[src/rtl/clk_div_pkg.sv]
// clk_div_pkg: constants shared by the multi-channel clock divider
package clk_div_pkg;
    localparam int DEFAULT_HALF = 50000;
    localparam int MAX_NCH      = 8;
endpackage

[src/rtl/clk_div_ch.sv]
// clk_div_ch: one divider channel with a shadowed half-period that swaps in only at a toggle or while idle
module clk_div_ch
    import clk_div_pkg::*;
#(
    parameter int CNT_W    = 21,
    parameter int DEF_HALF = DEFAULT_HALF
) (
    input  logic             clk,
    input  logic             rst_n,
    input  logic             en,
    input  logic             load,
    input  logic [CNT_W-1:0] div_val,
    output logic             clk_out,
    output logic             tick
);
    localparam logic [CNT_W-1:0] RST_HALF = CNT_W'(DEF_HALF);
    logic [CNT_W-1:0] cnt, act, shd, act_eff;
    logic             pend, tc;
    assign act_eff = (act == '0) ? CNT_W'(1) : act;
    assign tc      = en && (cnt == act_eff - CNT_W'(1));
    // a load in the same cycle as the swap must survive as the next pending value
    always_ff @(posedge clk or negedge rst_n) begin
        if (!rst_n) begin
            cnt     <= '0;
            act     <= RST_HALF;
            shd     <= RST_HALF;
            pend    <= 1'b0;
            clk_out <= 1'b0;
            tick    <= 1'b0;
        end else begin
            cnt     <= (en && !tc) ? cnt + CNT_W'(1) : '0;
            clk_out <= en && (clk_out ^ tc);
            tick    <= tc;
            if (pend && (tc || !en)) begin
                act  <= shd;
                pend <= 1'b0;
            end
            if (load) begin
                shd  <= div_val;
                pend <= 1'b1;
            end
        end
    end
endmodule

[src/rtl/clk_div_multi.sv]
// clk_div_multi: NCH independent 50% duty clock dividers sharing one input clock
module clk_div_multi
    import clk_div_pkg::MAX_NCH;
#(
    parameter int NCH          = 2,
    parameter int CNT_W        = 21,
    parameter int DEFAULT_HALF = clk_div_pkg::DEFAULT_HALF
) (
    input  logic                 CLK_in,
    input  logic                 RST_n,
    input  logic [NCH-1:0]       en,
    input  logic [NCH-1:0]       load,
    input  logic [NCH*CNT_W-1:0] div_val,
    output logic [NCH-1:0]       CLK_out,
    output logic [NCH-1:0]       tick
);
    if (NCH < 1 || NCH > MAX_NCH) begin : g_bad_nch
        $error("clk_div_multi: NCH out of range");
    end
    for (genvar i = 0; i < NCH; i++) begin : g_ch
        clk_div_ch #(
            .CNT_W   (CNT_W),
            .DEF_HALF(DEFAULT_HALF)
        ) u_ch (
            .clk    (CLK_in),
            .rst_n  (RST_n),
            .en     (en[i]),
            .load   (load[i]),
            .div_val(div_val[i*CNT_W +: CNT_W]),
            .clk_out(CLK_out[i]),
            .tick   (tick[i])
        );
    end
endmodule

[config.mk]
export PLATFORM = sky130hd
export DESIGN_NAME = clk_div_multi
export DESIGN_NICKNAME = d
export VERILOG_FILES = /design/src/rtl/clk_div_pkg.sv /design/src/rtl/clk_div_ch.sv /design/src/rtl/clk_div_multi.sv
export SDC_FILE = /design/constraint.sdc
export NUM_CORES = 1
export LEC_CHECK = 0
export ABC_AREA = 1
export CAP_MARGIN = 5
export CORE_ASPECT_RATIO = 0.75
export CORE_MARGIN = 2
export CORE_UTILIZATION = 55
export DETAILED_ROUTE_END_ITERATION = 6
export PLACE_DENSITY = 0.76
export SYNTH_ARGS = -nofsm -noshare
export SYNTH_HDL_FRONTEND = slang
export SYNTH_SLANG_ARGS = --single-unit
[constraint.sdc]
create_clock -name CLK_in -period 3 [get_ports CLK_in]
set_input_delay 0.3 -clock CLK_in [delete_from_list [all_inputs] [get_ports CLK_in]]
set_output_delay 0.3 -clock CLK_in [all_outputs]
set_load 0.02 [all_outputs]
==> reports/summary.txt, run 1 <==
=====================================================================================
Run status                                                               finished with violations
Violations in the final reports                                          setup timing
Area of the mapped netlist                                                 7380 sq um
Number of filler cells placed in the layout                                     1,008
Sort of element at the start of the critical path                            register
Top-Level Pins                                                                     52
Area Overhead vs Synth                                                          26.0%
Detail Placement HPWL                                                         12.9 mm
Clock-pin slew of the registers on the worst-case setup and hold paths          60 ps
Transition time of the tightest slew-check pin                                1020 ps
TritonCTS buffer count                                                             17
Share of cells above drive strength 1                                           15.6%
Top delay family on crit path                                            simple AND/OR/NAND/NOR gates
Power per unit of standard cell area                                      578 nW/um^2
Worst Path Buf+Inv                                                                  2
Worst slew slack as a fraction of its limit                                     32.3%
Critical Path Stages                                                               20
Global route overflow                                                               0
Vias in the first global route                                                  6,109
Final count of pins violating max slew                                              0
Data required time of the critical path                                       3290 ps
Number of buffers on the longest clock path                                         2
Wire length of the first global-routing pass                                  30.4 mm
Initial core utilization                                                        56.5%
Critical Path Sink Type                                                      register
Number of max-cap violations                                                        0
CTS sink count                                                                    132
WHS Path Cells                                                                      3
Worst skew pair latency                                                        420 ps
Post-Synthesis Cells                                                              985
Placeable core region                                                    13,100 sq um
Deepest level of the CTS H-tree                                                     4
Per-cell via count in the routed design                                          5.19
Synth area leaders                                                       dfrtp_1 37%, nand2_1 18%, dfstp_2 8.5%
Number of endpoints failing setup at the final stage                                1
Worst slack at placement                                                     -42.1 ps
Class of the tightest hold or removal check                                 in -> reg
Post-synth top flop                                                           dfrtp_1
Number of port buffers                                                             51
Average wire per standard cell                                           14.5 microns
Cell accounting for the most synthesized area                                 dfrtp_1
Static Leakage                                                                4.59 nW
Post-Synthesis Net Count                                                        1,037
Layout Skew                                                                   11.6 ps
Placement row count                                                                36
CTS tree                                                                         done
Drt initial violations                                                            568
Number of hold-slack violations in the final timing report                          0
Average footprint of a synthesized cell                                    7.50 sq um
Crit share post-route                                                            100%
Share of the synthesized area in the top cell type                              36.6%
Netlist cell types                                                                 40
Async set or reset register ratio after synthesis                                100%
Gr usage total                                                                  27.2%
Crit-path cells                                                          nor2_1, nand2_1, nor2_1, nand3_2, nand2_1, inv_2, ha_4, nand2_2, nor2_4, and2_1, xor2_1, nor2_1, nand3_1, nor3_2, nand2_1, nand2_2, nand2_4, buf_12, nand2_1, nand2_1
Count of warnings emitted by yosys                                                  0
Slowest cell delay on critical path                                            380 ps
Net total in the final layout                                                   1,150
Total Die Area                                                           14,400 sq um
Post-detailed-routing wire length                                             18.6 mm
Number of diodes                                                                    0
Via Count                                                                       6,656
Crit path time final                                                          3010 ps
Drt pass-1 iters                                                                    7
Antenna violations before repair                                                    0
Worst-path fanout max                                                               6
Critical path data arrival time                                               3300 ps
Die height                                                                104 microns
Depth of the most critical reg-to-reg path                                         20
Die W                                                                     138 microns
Final estimated routing congestion in global placement                          0.956
Design Power                                                                  5.37 mW
Cell at the slowest stage of the critical path                                dfstp_2
End-of-flow core utilization                                                    71.2%
Root Buffer Master                                                          clkbuf_16
Most numerous cell on the critical path                                       nand2_1
Synthesized flop and latch total                                                  132
Highest Clock Rate                                                          0.332 GHz
Number of enable-type register cells in the synthesized netlist                     0
Final setup slack of the worst path                                          -8.73 ps
Worst supply voltage drop on vdd                                               510 uV
Largest net degree at the start of global routing                                  60
Antenna-violating nets left                                                         0
Total Neg Setup Slack                                                        -8.73 ps
Post-detailed-route DRC marker count                                                0
Path type of the worst setup path                                          reg -> reg
Proportion of synthesized chip area in sequential cells                         45.1%
=====================================================================================
-- synthesized netlist by cell type (2+ instances only) --
| master | n |
|---|---|
| dfrtp_1 | 108 |
| nand3_2 | 4 |
| inv_2 | 3 |
| xnor2_1 | 22 |
| buf_6 | 5 |
| nand2_1 | 346 |
| buf_1 | 2 |
| nand3_1 | 80 |
| nor4_1 | 2 |
| nor3_1 | 26 |
| o21ai_0 | 9 |
| a21oi_1 | 10 |
| nor2_2 | 5 |
| dfstp_2 | 24 |
| and2_1 | 2 |
| nand2_4 | 2 |
| nor2_1 | 129 |
| nand3b_1 | 2 |
| inv_1 | 89 |
| nor2_4 | 2 |
| xnor3_1 | 2 |
| buf_2 | 7 |
| buf_4 | 4 |
| nand4_1 | 24 |
| clkbuf_1 | 10 |
| ha_1 | 4 |
| and3_1 | 3 |
| nand2_2 | 5 |
| xor2_1 | 43 |
-- sequential cells by signal, indices dropped and copies added, names as in the netlist --
signal	cells
g_ch.u_ch.act	42
g_ch.u_ch.cnt	42
g_ch.u_ch.shd	42
g_ch.u_ch.clk_out	2
g_ch.u_ch.pend	2
g_ch.u_ch.tick	2
-- kinds of logic after synthesis --
group	count (synthesis)	synth area share, %
simple gates	638	37.1
compound gates	23	1.66
xor+xnor	68	8.54
fa+ha+maj	4	0.678
buf+inv	120	6.93
flops	132	45.1
-- worst paths after layout --
path | start | end | slack (ps)
hold / removal | div_val[25] | g_ch[1].u_ch.shd[4]$_DFFE_PN1P_ | 380
min in group asynchronous | RST_n | g_ch[1].u_ch.shd[3]$_DFFE_PN0P_ | 490
setup reg to reg | g_ch[0].u_ch.act[9]$_DFFE_PN1P_ | g_ch[0].u_ch.act[17]$_DFFE_PN0P_ | -9
setup / recovery | g_ch[0].u_ch.act[9]$_DFFE_PN1P_ | g_ch[0].u_ch.act[17]$_DFFE_PN0P_ | -9
max in group asynchronous | RST_n | g_ch[0].u_ch.act[8]$_DFFE_PN1P_ | 1700
hold reg to reg | g_ch[0].u_ch.shd[14]$_DFFE_PN1P_ | g_ch[0].u_ch.shd[14]$_DFFE_PN1P_ | 460
-- through the flow --
step | hold WS [ps] | instance area, sq um | cells
CTS | 363 | 9010 | 1266
finish | 377 | 9300 | 1282
global placement | 418 | 8400 | 1233
floorplan | 4.41 | 7380 | 985
detailed placement | 428 | 8400 | 1233
global route | 382 | 9300 | 1282
-- worst register-to-register path: stages (launching register included) --
cell	delay, ps
dfstp_2	380
nor2_1	200
nand2_1	90
nor2_1	160
nand3_2	100
nand2_1	140
inv_2	70
ha_4	170
nand2_2	120
nor2_4	50
and2_1	160
xor2_1	160
nor2_1	150
nand3_1	130
nor3_2	130
nand2_1	110
nand2_2	140
nand2_4	110
buf_12	190
nand2_1	60
nand2_1	70
-- routing by layer --
layer / wire (microns) / global-route usage, %
met5: 0 / 0
met4: 191 / 6.27
met3: 1420 / 5.95
met2: 7500 / 34.8
met1: 9520 / 45.7
-- layout make-up --
| cell class | count | area (sq um) | area share, % |
|---|---|---|---|
| clock buffers | 19 | 433 | 4.65 |
| clock inverters | 13 | 149 | 1.60 |
| inverters | 92 | 345 | 3.71 |
| multi-input cells | 734 | 3680 | 39.5 |
| flip-flops and latches | 132 | 3330 | 35.8 |
| well taps | 171 | 214 | 2.30 |
| repair buffers | 121 | 1150 | 12.4 |
-- timing repair --
item	4_1_cts	5_1_grt
setup endpoints to repair	30	87
pin swaps	0	18
hold buffers	1	0
gates resized for setup	3	28
setup buffers	0	11
gates cloned	0	5
hold endpoints to repair	34	0
-- power by group --
part | leakage, nW | internal [mW] | total, mW | switching, mW
Sequential | 1.65 | 1.95 | 2.07 | 0.121
Clock | 0.281 | 1.24 | 2.08 | 0.839
Combinational | 2.65 | 0.524 | 1.22 | 0.698
-- cell usage in the layout (no fill, tap or decap), drive strengths merged, types with 10 or more instances in the layout --
cell           instances
xor2                  44
nor2                 136
nand2                354
clkbuf                22
inv                   97
a21oi                 10
nor3                  27
dfrtp                108
dfstp                 24
nand4                 25
xnor2                 22
buf                   67
clkdlybuf4s50         50
o21ai                 10
nand3                 85
Power figures use the tool's default switching activity.
==> run 2, diff against run 1 <==
--- a/config.mk
+++ b/config.mk
@@ -8,7 +8,6 @@
 export ABC_AREA = 1
 export CAP_MARGIN = 5
 export CORE_ASPECT_RATIO = 0.75
-export CORE_MARGIN = 2
 export CORE_UTILIZATION = 55
 export DETAILED_ROUTE_END_ITERATION = 6
 export PLACE_DENSITY = 0.76
==> reports/summary.txt, run 2 (synthesized netlist as in run 1, its figures left out) <==
=====================================================================================
CTS tree                                                                         done
Area Overhead vs Synth                                                          27.4%
Worst supply voltage drop on vdd                                               468 uV   -8.3%
Depth of the most critical reg-to-reg path                                         21   +5.0%
Path type of the worst setup path                                          reg -> reg
Placement row count                                                                36   unchanged
Largest net degree at the start of global routing                                 133   +120%
Die W                                                                     136 microns   -1.5%
Post-detailed-route DRC marker count                                                0   unchanged
Post-detailed-routing wire length                                             19.3 mm   +3.5%
Biggest regs                                                             g_ch.u_ch.act: 42 flops, g_ch.u_ch.cnt: 42 flops, g_ch.u_ch.shd: 42 flops
Worst-path fanout max                                                               5   -1
Worst skew pair latency                                                        430 ps   about the same
Average wire per standard cell                                           15.1 microns   +3.7%
Data required time of the critical path                                       3320 ps   +30 ps
Final estimated routing congestion in global placement                          0.913   -4.5%
Sw Share                                                                        30.3%   -0.57 points
Sort of element at the start of the critical path                            register
TritonCTS buffer count                                                             17   unchanged
Class of the tightest hold or removal check                               in -> async
Number of filler cells placed in the layout                                       994   -1.4%
Detail Placement HPWL                                                         12.8 mm   -0.83%
Layout Skew                                                                   13.5 ps   +1.95 ps
Net switching power                                                           1.67 mW   +0.91%
Share of cells above drive strength 1                                           16.7%   +1.1 points
Minimum setup slack among reg-to-reg paths                                     120 ps   +120 ps
Vias in the first global route                                                  5,966   -2.3%
Crit path time final                                                          2880 ps   -125 ps
Deepest level of the CTS H-tree                                                     4   unchanged
Launching point of the worst reg2reg path                                g_ch[0].u_ch.act[11]$_DFFE_PN0P_
Via Count                                                                       6,704   +0.72%
Number of hold-slack violations in the final timing report                         40   +40
Initial core utilization                                                        56.5%   unchanged
Critical path data arrival time                                               3200 ps   -100 ps
Power per unit of standard cell area                                      587 nW/um^2   +1.7%
Number of diodes                                                                    0   unchanged
Critical Path Sink Type                                                      register
Placeable core region                                                    13,100 sq um   unchanged
Antenna-violating nets left                                                         0   unchanged
End-of-flow core utilization                                                    72.0%   +0.80 points
Wire length of the first global-routing pass                                  30.2 mm   -0.86%
Number of buffers on the longest clock path                                         2   unchanged
Register Area                                                              3330 sq um   about the same
Die height                                                                102 microns   -1.9%
Worst slew slack as a fraction of its limit                                     40.2%   +7.9 points
Total Neg Setup Slack                                                            0 ps   +8.73 ps
Most common cell after layout, fill and taps aside                            nand2_1
Global route overflow                                                               0   unchanged
CTS sink count                                                                    132   unchanged
Number of port buffers                                                             51   unchanged
Number of endpoints failing setup at the final stage                                0   -1
Static Leakage                                                                4.63 nW   +0.92%
End of the worst register-to-register path                               g_ch[0].u_ch.act[5]$_DFFE_PN0P_
CTS Hold Buffers Added                                                              0   -1
Run status                                                               finished with violations
Crit share post-route                                                           96.1%   -4.2 points
Total Die Area                                                           13,900 sq um   -3.3%
Share of power burned in the clock network                                      40.0%   +1.3 points
Final count of pins violating max slew                                              0   unchanged
Clock-pin slew of the registers on the worst-case setup and hold paths          60 ps   about the same
Violations in the final reports                                           hold timing
Antenna violations before repair                                                    0   unchanged
Top-Level Pins                                                                     52   unchanged
Area used by multi-input combinational logic                               3700 sq um   +0.54%
Per-cell via count in the routed design                                          5.24   +0.88%
Hold slack final                                                             -34.8 ps   -411 ps
Pint                                                                          3.85 mW   +3.7%
Drt initial violations                                                            525   -7.6%
Part of the total power dissipated in combinational logic                       22.5%   -0.2 points
Net total in the final layout                                                   1,148   -0.17%
Number of max-cap violations                                                        0   unchanged
Share of total power in sequential cells                                        37.5%   -1.1 points
Highest Clock Rate                                                          0.347 GHz   +4.3%
Transition time of the tightest slew-check pin                                 897 ps   -119 ps
Gr usage total                                                                  28.4%   +1.2 points
Drt pass-1 iters                                                                    5   -2
Root Buffer Master                                                          clkbuf_16
Leading cell types in the layout, fill and taps excluded                 337 x nand2_1, 115 x nor2_1, 107 x dfrtp_1, 88 x inv_1, 79 x nand3_1
=====================================================================================
## run 2: cell types whose count changed in the layout (fill, tap and decap cells not counted), moves of 2 or more
cell / delta
nor2_1: -8
nor2_2: +7
buf_12: +3
nand2_1: -3
buf_4: -2
buf_6: -2
clkbuf_8: +2
clkinvlp_4: -2
## run 2: critical path, cell delays in order (launching register included)
cell       delay [ps]
dfrtp_1           390
nor2_2            140
nand2_1           100
nor2_1            140
nand3_2            90
nand2_2            90
inv_2              60
ha_4              160
nand2_2           100
nor2_4             50
nand2_4           110
nor2_4             40
xor2_1            160
a21oi_1           170
nand4_1           160
nor2_2            160
nand2_2           100
nand2_4           140
nand2_8            90
clkbuf_16         200
nand2_1            70
nand2_1            50
## run 2: cell type report
class,count,share of cell area [%]
Sequential cell,132,35.5
Multi-Input combinational cell,733,39.3
Clock buffer,20,4.86
Clock inverter,12,1.78
Inverter,92,3.70
Timing Repair Buffer,120,12.6
Tap cell,171,2.27
## run 2: repair_timing
item | 4_1_cts | 5_1_grt
resized for setup | 5 | 41
pin swaps | 1 | 12
gates cloned | 1 | 5
setup endpoints to repair | 15 | 88
endpoints found under the hold margin | 0 | 0
setup buffers | 2 | 11
## run 2: power groups by stage
stage	clock network (mW)	registers (mW)	logic [mW]
2_1_floorplan	0	2.09	0.661
3_3_place_gp	0	2.09	1.08
3_5_place_dp	0	2.10	1.09
4_1_cts	2.22	2.06	1.12
5_1_grt	2.30	2.09	1.36
6_report	2.21	2.07	1.24
## run 2: worst max path at each step
stage,to,cells after the start,startpoint,slack [ps]
floorplan,g_ch[0].u_ch.act[7]$_DFFE_PN0P_,20,g_ch[0].u_ch.act[13]$_DFFE_PN0P_,260
global placement,g_ch[1].u_ch.act[10]$_DFFE_PN0P_,20,g_ch[1].u_ch.act[6]$_DFFE_PN1P_,90
detailed placement,g_ch[0].u_ch.act[11]$_DFFE_PN0P_,22,g_ch[0].u_ch.act[9]$_DFFE_PN1P_,10
CTS,g_ch[1].u_ch.act[7]$_DFFE_PN0P_,18,g_ch[1].u_ch.act[14]$_DFFE_PN1P_,5
global route,g_ch[0].u_ch.act[5]$_DFFE_PN0P_,21,g_ch[0].u_ch.act[7]$_DFFE_PN0P_,-20
finish,g_ch[0].u_ch.act[5]$_DFFE_PN0P_,21,g_ch[0].u_ch.act[11]$_DFFE_PN0P_,120
## run 2: routing by layer
layer,part of all wire (%),GRT usage [%],vias to the layer above
met3,6.7,6.00,25
met2,41,38.2,217
met5,0,0,-
met1,51,45.2,3148
li1,-,-,3314
met4,1.3,7.52,0
## run 2: stage by stage
stage | worst slack, ps | std cells | hold WS (ps) | total power [mW] | cell area [sq um]
after global routing | -24.9 | 1280 | 37.6 | 5.76 | 9410
after floorplan | 258 | 985 | 4.41 | 2.76 | 7380
after global placement | 91.9 | 1230 | 451 | 3.17 | 8390
after CTS | 5.11 | 1265 | 23.5 | 5.40 | 9070
final | 116 | 1280 | -34.8 | 5.52 | 9410
after detailed placement | 13.9 | 1230 | 462 | 3.18 | 8390
==> RTL edit 1 (flow settings as in run 1) <==
`CNT_W` is set to 21 in 2 places; all go to 42.
--- a/src/rtl/clk_div_ch.sv
+++ b/src/rtl/clk_div_ch.sv
@@ -2,7 +2,7 @@
 module clk_div_ch
     import clk_div_pkg::*;
 #(
-    parameter int CNT_W    = 21,
+    parameter int CNT_W    = 42,
     parameter int DEF_HALF = DEFAULT_HALF
 ) (
     input  logic             clk,
--- a/src/rtl/clk_div_multi.sv
+++ b/src/rtl/clk_div_multi.sv
@@ -3,7 +3,7 @@
     import clk_div_pkg::MAX_NCH;
 #(
     parameter int NCH          = 2,
-    parameter int CNT_W        = 21,
+    parameter int CNT_W        = 42,
     parameter int DEFAULT_HALF = clk_div_pkg::DEFAULT_HALF
 ) (
     input  logic                 CLK_in,
Interface: changed (resized div_val); port bits go from 52 to 94. No check against the original RTL was run, so the function may have changed too.
==> RTL edit 1 against run 1 <==
- the flow still finishes with violations (negative setup slack)
- core utilization rose by 8.3 points
- cell count grew 120%
- total power is 100% higher
- synthesized cell count grew 110%
- worst setup slack lost 0.81 ns
- cell area rose by 130%
- routed wire length rose to 3.3 times the old value
- area after synthesis is 110% higher
- global-route usage is 10 points higher
- first-iteration DRC count rose to 3.7 times the old value
- clock skew is 0.018 ns higher
- sequential cell count increased by 126
- critical path type unchanged
==> RTL edit 1: results (changes against run 1) <==
<table>
<tr><th>Metric</th><th>Value</th></tr>
<tr><th colspan="2">Status</th></tr>
<tr><td>Run status</td><td>complete, but fails checks (unchanged)</td></tr>
<tr><td>Failing checks</td><td>negative setup slack (unchanged)</td></tr>
<tr><th colspan="2">STA</th></tr>
<tr><td>Clock tree skew after final layout</td><td>0.0298 ns (was 0.0116 ns)</td></tr>
<tr><td>Final number of setup-violating endpoints</td><td>174 (was 1)</td></tr>
<tr><td>Final sum of negative setup slack</td><td>-123.06 ns (was -0.00873 ns)</td></tr>
<tr><td>Final setup slack of the worst path</td><td>-0.817 ns (was -0.00873 ns)</td></tr>
<tr><th colspan="2">Clock network</th></tr>
<tr><td>Buffer levels on the longest clock path</td><td>3 (was 2)</td></tr>
<tr><td>Setup bufs post-CTS</td><td>39 (was 0)</td></tr>
<tr><td>Level count of the clock H-tree</td><td>1 (was 4)</td></tr>
<tr><th colspan="2">Drt</th></tr>
<tr><td>Average vias per placed instance</td><td>5.96 (was 5.19)</td></tr>
<tr><td>WL/cell</td><td>21.4 um (was 14.5 um)</td></tr>
<tr><td>Total wire length after detailed routing</td><td>60.7 mm (was 18.6 mm)</td></tr>
<tr><td>Iteration count of the initial detailed-routing pass</td><td>6 (was 7)</td></tr>
<tr><th colspan="2">Global routing</th></tr>
<tr><td>Met2 track demand over resource in global routing</td><td>50.8% (was 34.8%)</td></tr>
<tr><td>First-pass GRT wire length</td><td>84.4 mm (was 30.4 mm)</td></tr>
<tr><td>Routing usage on met1</td><td>58.2% (was 45.7%)</td></tr>
<tr><td>Met3 usage</td><td>10.0% (was 5.95%)</td></tr>
<tr><th colspan="2">Setup path</th></tr>
<tr><td>Data arrival time of the critical path</td><td>4.29 ns (was 3.30 ns)</td></tr>
<tr><td>Crit Reg-Reg Startpoint</td><td>g_ch[0].u_ch.act[23] (was g_ch[0].u_ch.act[9])</td></tr>
<tr><td>CP endpoint</td><td>g_ch[0].u_ch.act[11] (was g_ch[0].u_ch.act[17])</td></tr>
<tr><th colspan="2">Power and ir drop</th></tr>
<tr><td>Int Power</td><td>7110 uW (was 3710 uW)</td></tr>
<tr><td>Maximum ir drop on the vdd rail</td><td>446 uV (was 510 uV)</td></tr>
<tr><th colspan="2">Place</th></tr>
<tr><td>HPWL after detailed placement</td><td>36.5 mm (was 12.9 mm)</td></tr>
<tr><td>Dpl cell area</td><td>18100 sq um (was 8400 sq um)</td></tr>
<tr><th colspan="2">Worst hold path</th></tr>
<tr><td>Start point of the worst min-delay path</td><td>div_val[8] (was div_val[25])</td></tr>
<tr><th colspan="2">Synth</th></tr>
<tr><td>Synth cell count leaders</td><td>sky130_fd_sc_hd__nand2_1, sky130_fd_sc_hd__nor2_1, sky130_fd_sc_hd__dfrtp_1 (unchanged)</td></tr>
</table>
RTL edit 1: cell count changes in the layout (fill, tap and decap cells not counted), sizes merged, moves of 104 or more:
| cell | run 1 | this run |
|---|---|---|
| nand3 | 85 | 189 |
| nor2 | 136 | 310 |
| nand2 | 354 | 750 |
| dfrtp | 108 | 234 |
| buf | 67 | 276 |
RTL edit 1: cells by family (layout without fill, tap and decap cells):
kind of cell / Yosys count / after routing / share of synthesized area, %
compound gates: 39 / 39 / 1.42
xor+xnor: 155 / 155 / 9.10
simple gates: 1439 / 1439 / 40.8
buf+inv: 221 / 587 / 6.10
flops: 258 / 258 / 42.2
fa+ha+maj: 4 / 4 / 0.325
mux: 1 / 1 / 0.0651
RTL edit 1: area by class of cell:
cell class	instances	area, sq um	area share, %
multi-input combinational	1638	9330	43.1
sequential	258	6490	29.9
timing repair buffer	380	3930	18.2
clock buffer	35	754	3.48
inverter	159	602	2.78
tap	351	439	2.03
clock inverter	13	121	0.560
==> RTL edit 2 (flow settings as in run 1) <==
Made on the original files. Add an input register stage for `en`, `load` and `div_val`, without a reset; this delays them by one clock. Comments in the files are not updated.
--- a/src/rtl/clk_div_multi.sv
+++ b/src/rtl/clk_div_multi.sv
@@ -14,6 +14,17 @@
     output logic [NCH-1:0]       CLK_out,
     output logic [NCH-1:0]       tick
 );
+
+    logic [NCH-1:0] en_q;
+    logic [NCH-1:0] load_q;
+    logic [NCH*CNT_W-1:0] div_val_q;
+
+    always_ff @(posedge CLK_in) begin
+        en_q      <= en;
+        load_q    <= load;
+        div_val_q <= div_val;
+    end
+
     if (NCH < 1 || NCH > MAX_NCH) begin : g_bad_nch
         $error("clk_div_multi: NCH out of range");
     end
@@ -24,9 +35,9 @@
         ) u_ch (
             .clk    (CLK_in),
             .rst_n  (RST_n),
-            .en     (en[i]),
-            .load   (load[i]),
-            .div_val(div_val[i*CNT_W +: CNT_W]),
+            .en     (en_q[i]),
+            .load   (load_q[i]),
+            .div_val(div_val_q[i*CNT_W +: CNT_W]),
             .clk_out(CLK_out[i]),
             .tick   (tick[i])
         );
Behaviour: not the same (Yosys sat finds a counterexample within 4 cycles, from zero or initial values and one cycle with RST_n low).
==> RTL edit 2 against run 1 <==
- sequential cell count is 46 higher
- routed wire length is 5.3% higher
- total power is 15% higher
- cell count is 6.2% higher
- global-route usage is 3.1 points lower
- area after synthesis is 12% higher
- worst setup slack better by 0.10 ns
- cell area is 11% higher
- critical endpoint is now g_ch[1].u_ch.act[8]
- largest cell class is now registers
- highest routed layer unchanged
==> RTL edit 2: results (changes against run 1) <==
<table>
<tr><th>Metric</th><th>Value</th></tr>
<tr><th colspan="2">Cells and area</th></tr>
<tr><td>Number of inserted filler cells in the final layout</td><td>1130 (was 1008)</td></tr>
<tr><td>Fraction of layout instances using a drive strength above 1</td><td>15.7% (was 15.6%)</td></tr>
<tr><th colspan="2">Drt</th></tr>
<tr><td>Number of DRC markers in iteration 0</td><td>664 (was 568)</td></tr>
<tr><td>Average vias per placed instance</td><td>5.12 (was 5.19)</td></tr>
<tr><td>Via total after detailed routing</td><td>6974 (was 6656)</td></tr>
<tr><td>Metal2 WL</td><td>8.09 mm (was 7.50 mm)</td></tr>
<tr><td>WL/cell</td><td>14.4 um (was 14.5 um)</td></tr>
<tr><td>Iteration count of the initial detailed-routing pass</td><td>5 (was 7)</td></tr>
<tr><td>Metal1 wirelength</td><td>10.1 mm (was 9.52 mm)</td></tr>
<tr><td>Length of routed met3 wiring</td><td>1.25 mm (was 1.42 mm)</td></tr>
<tr><th colspan="2">Global routing</th></tr>
<tr><td>Met3 usage</td><td>4.88% (was 5.95%)</td></tr>
<tr><td>Global-route usage over all layers</td><td>24.1% (was 27.2%)</td></tr>
<tr><td>Met2 track demand over resource in global routing</td><td>31.1% (was 34.8%)</td></tr>
<tr><th colspan="2">STA</th></tr>
<tr><td>Clock tree skew after final layout</td><td>0.00864 ns (was 0.0116 ns)</td></tr>
<tr><td>Transition time at the pin with the least slew margin</td><td>0.968 ns (was 1.02 ns)</td></tr>
<tr><th colspan="2">Synth</th></tr>
<tr><td>Post-synthesis compound-gate area fraction</td><td>1.48% (was 1.66%)</td></tr>
<tr><td>Synthesized-area fraction occupied by adder cells</td><td>0.603% (was 0.678%)</td></tr>
<tr><th colspan="2">Place</th></tr>
<tr><td>Dpl cell area</td><td>9360 sq um (was 8400 sq um)</td></tr>
<tr><td>Final GP Congestion</td><td>0.922 (was 0.956)</td></tr>
<tr><td>Cell count after placement</td><td>1309 (was 1233)</td></tr>
<tr><td>Setup slack after placement</td><td>0.00896 ns (was -0.0421 ns)</td></tr>
<tr><th colspan="2">Worst hold path</th></tr>
<tr><td>Number of stages on the worst hold path</td><td>1 (was 3)</td></tr>
<tr><th colspan="2">Setup path</th></tr>
<tr><td>Slowest cell delay on critical path</td><td>0.59 ns (was 0.38 ns)</td></tr>
<tr><td>Data arrival time of the critical path</td><td>3.27 ns (was 3.30 ns)</td></tr>
<tr><td>Crit path max fanout</td><td>8 (was 6)</td></tr>
<tr><th colspan="2">Status</th></tr>
<tr><td>Run status</td><td>completed (was complete, but fails checks)</td></tr>
<tr><th colspan="2">Power and ir drop</th></tr>
<tr><td>Static power due to leakage</td><td>0.00502 uW (was 0.00459 uW)</td></tr>
<tr><td>Maximum ir drop on the vdd rail</td><td>552 uV (was 510 uV)</td></tr>
</table>
## RTL edit 2: cell types whose count changed in the layout (fill, tap and decap cells not counted), moves of 3 or more
| cell | delta |
|---|---|
| sky130_fd_sc_hd__dfxtp_1 | +46 |
| sky130_fd_sc_hd__inv_8 | +3 |
| sky130_fd_sc_hd__buf_4 | +5 |
| sky130_fd_sc_hd__nor2_1 | -5 |
| sky130_fd_sc_hd__clkinv_8 | +3 |
| sky130_fd_sc_hd__nor2_2 | +6 |
## RTL edit 2: timing repair
action / in CTS / in global routing
gates resized for setup: 1 / 33
hold buffers: 1 / 0
setup endpoints to repair: 8 / 87
endpoints found under the hold margin: 43 / 0
pin swaps: 1 / 13
gates cloned: 0 / 7
buffers inserted: 0 / 14
## RTL edit 2: power breakdown
part	total (uW)	switching, uW	internal [uW]	leakage (uW)
Sequential	2730	137	2590	0.00204
Combinational	1240	701	540	0.00269
Clock	2210	1040	1160	0.000291
## RTL edit 2: cell type report
class / instances / area [sq um] / share of cell area, %
sequential: 178 / 4250 / 41.2
multi-input combinational: 734 / 3690 / 35.7
timing repair buffer: 126 / 1200 / 11.6
clock buffer: 20 / 458 / 4.43
inverter: 92 / 345 / 3.34
tap: 200 / 250 / 2.42
clock inverter: 12 / 135 / 1.31
## RTL edit 2: path summary, 6_finish.rpt
check	end	slack, ns	start
worst max-delay path	g_ch[1].u_ch.act[8]	0.1	g_ch[1].u_ch.act[8]
worst min-delay path	div_val_q[21]	0.30	div_val[21]
worst max register to register	g_ch[1].u_ch.act[8]	0.1	g_ch[1].u_ch.act[8]
worst min register to register	g_ch[1].u_ch.shd[8]	0.39	div_val_q[29]
max in group asynchronous	g_ch[0].u_ch.shd[8]	1.65	RST_n
min in group asynchronous	g_ch[1].u_ch.shd[1]	0.47	RST_n
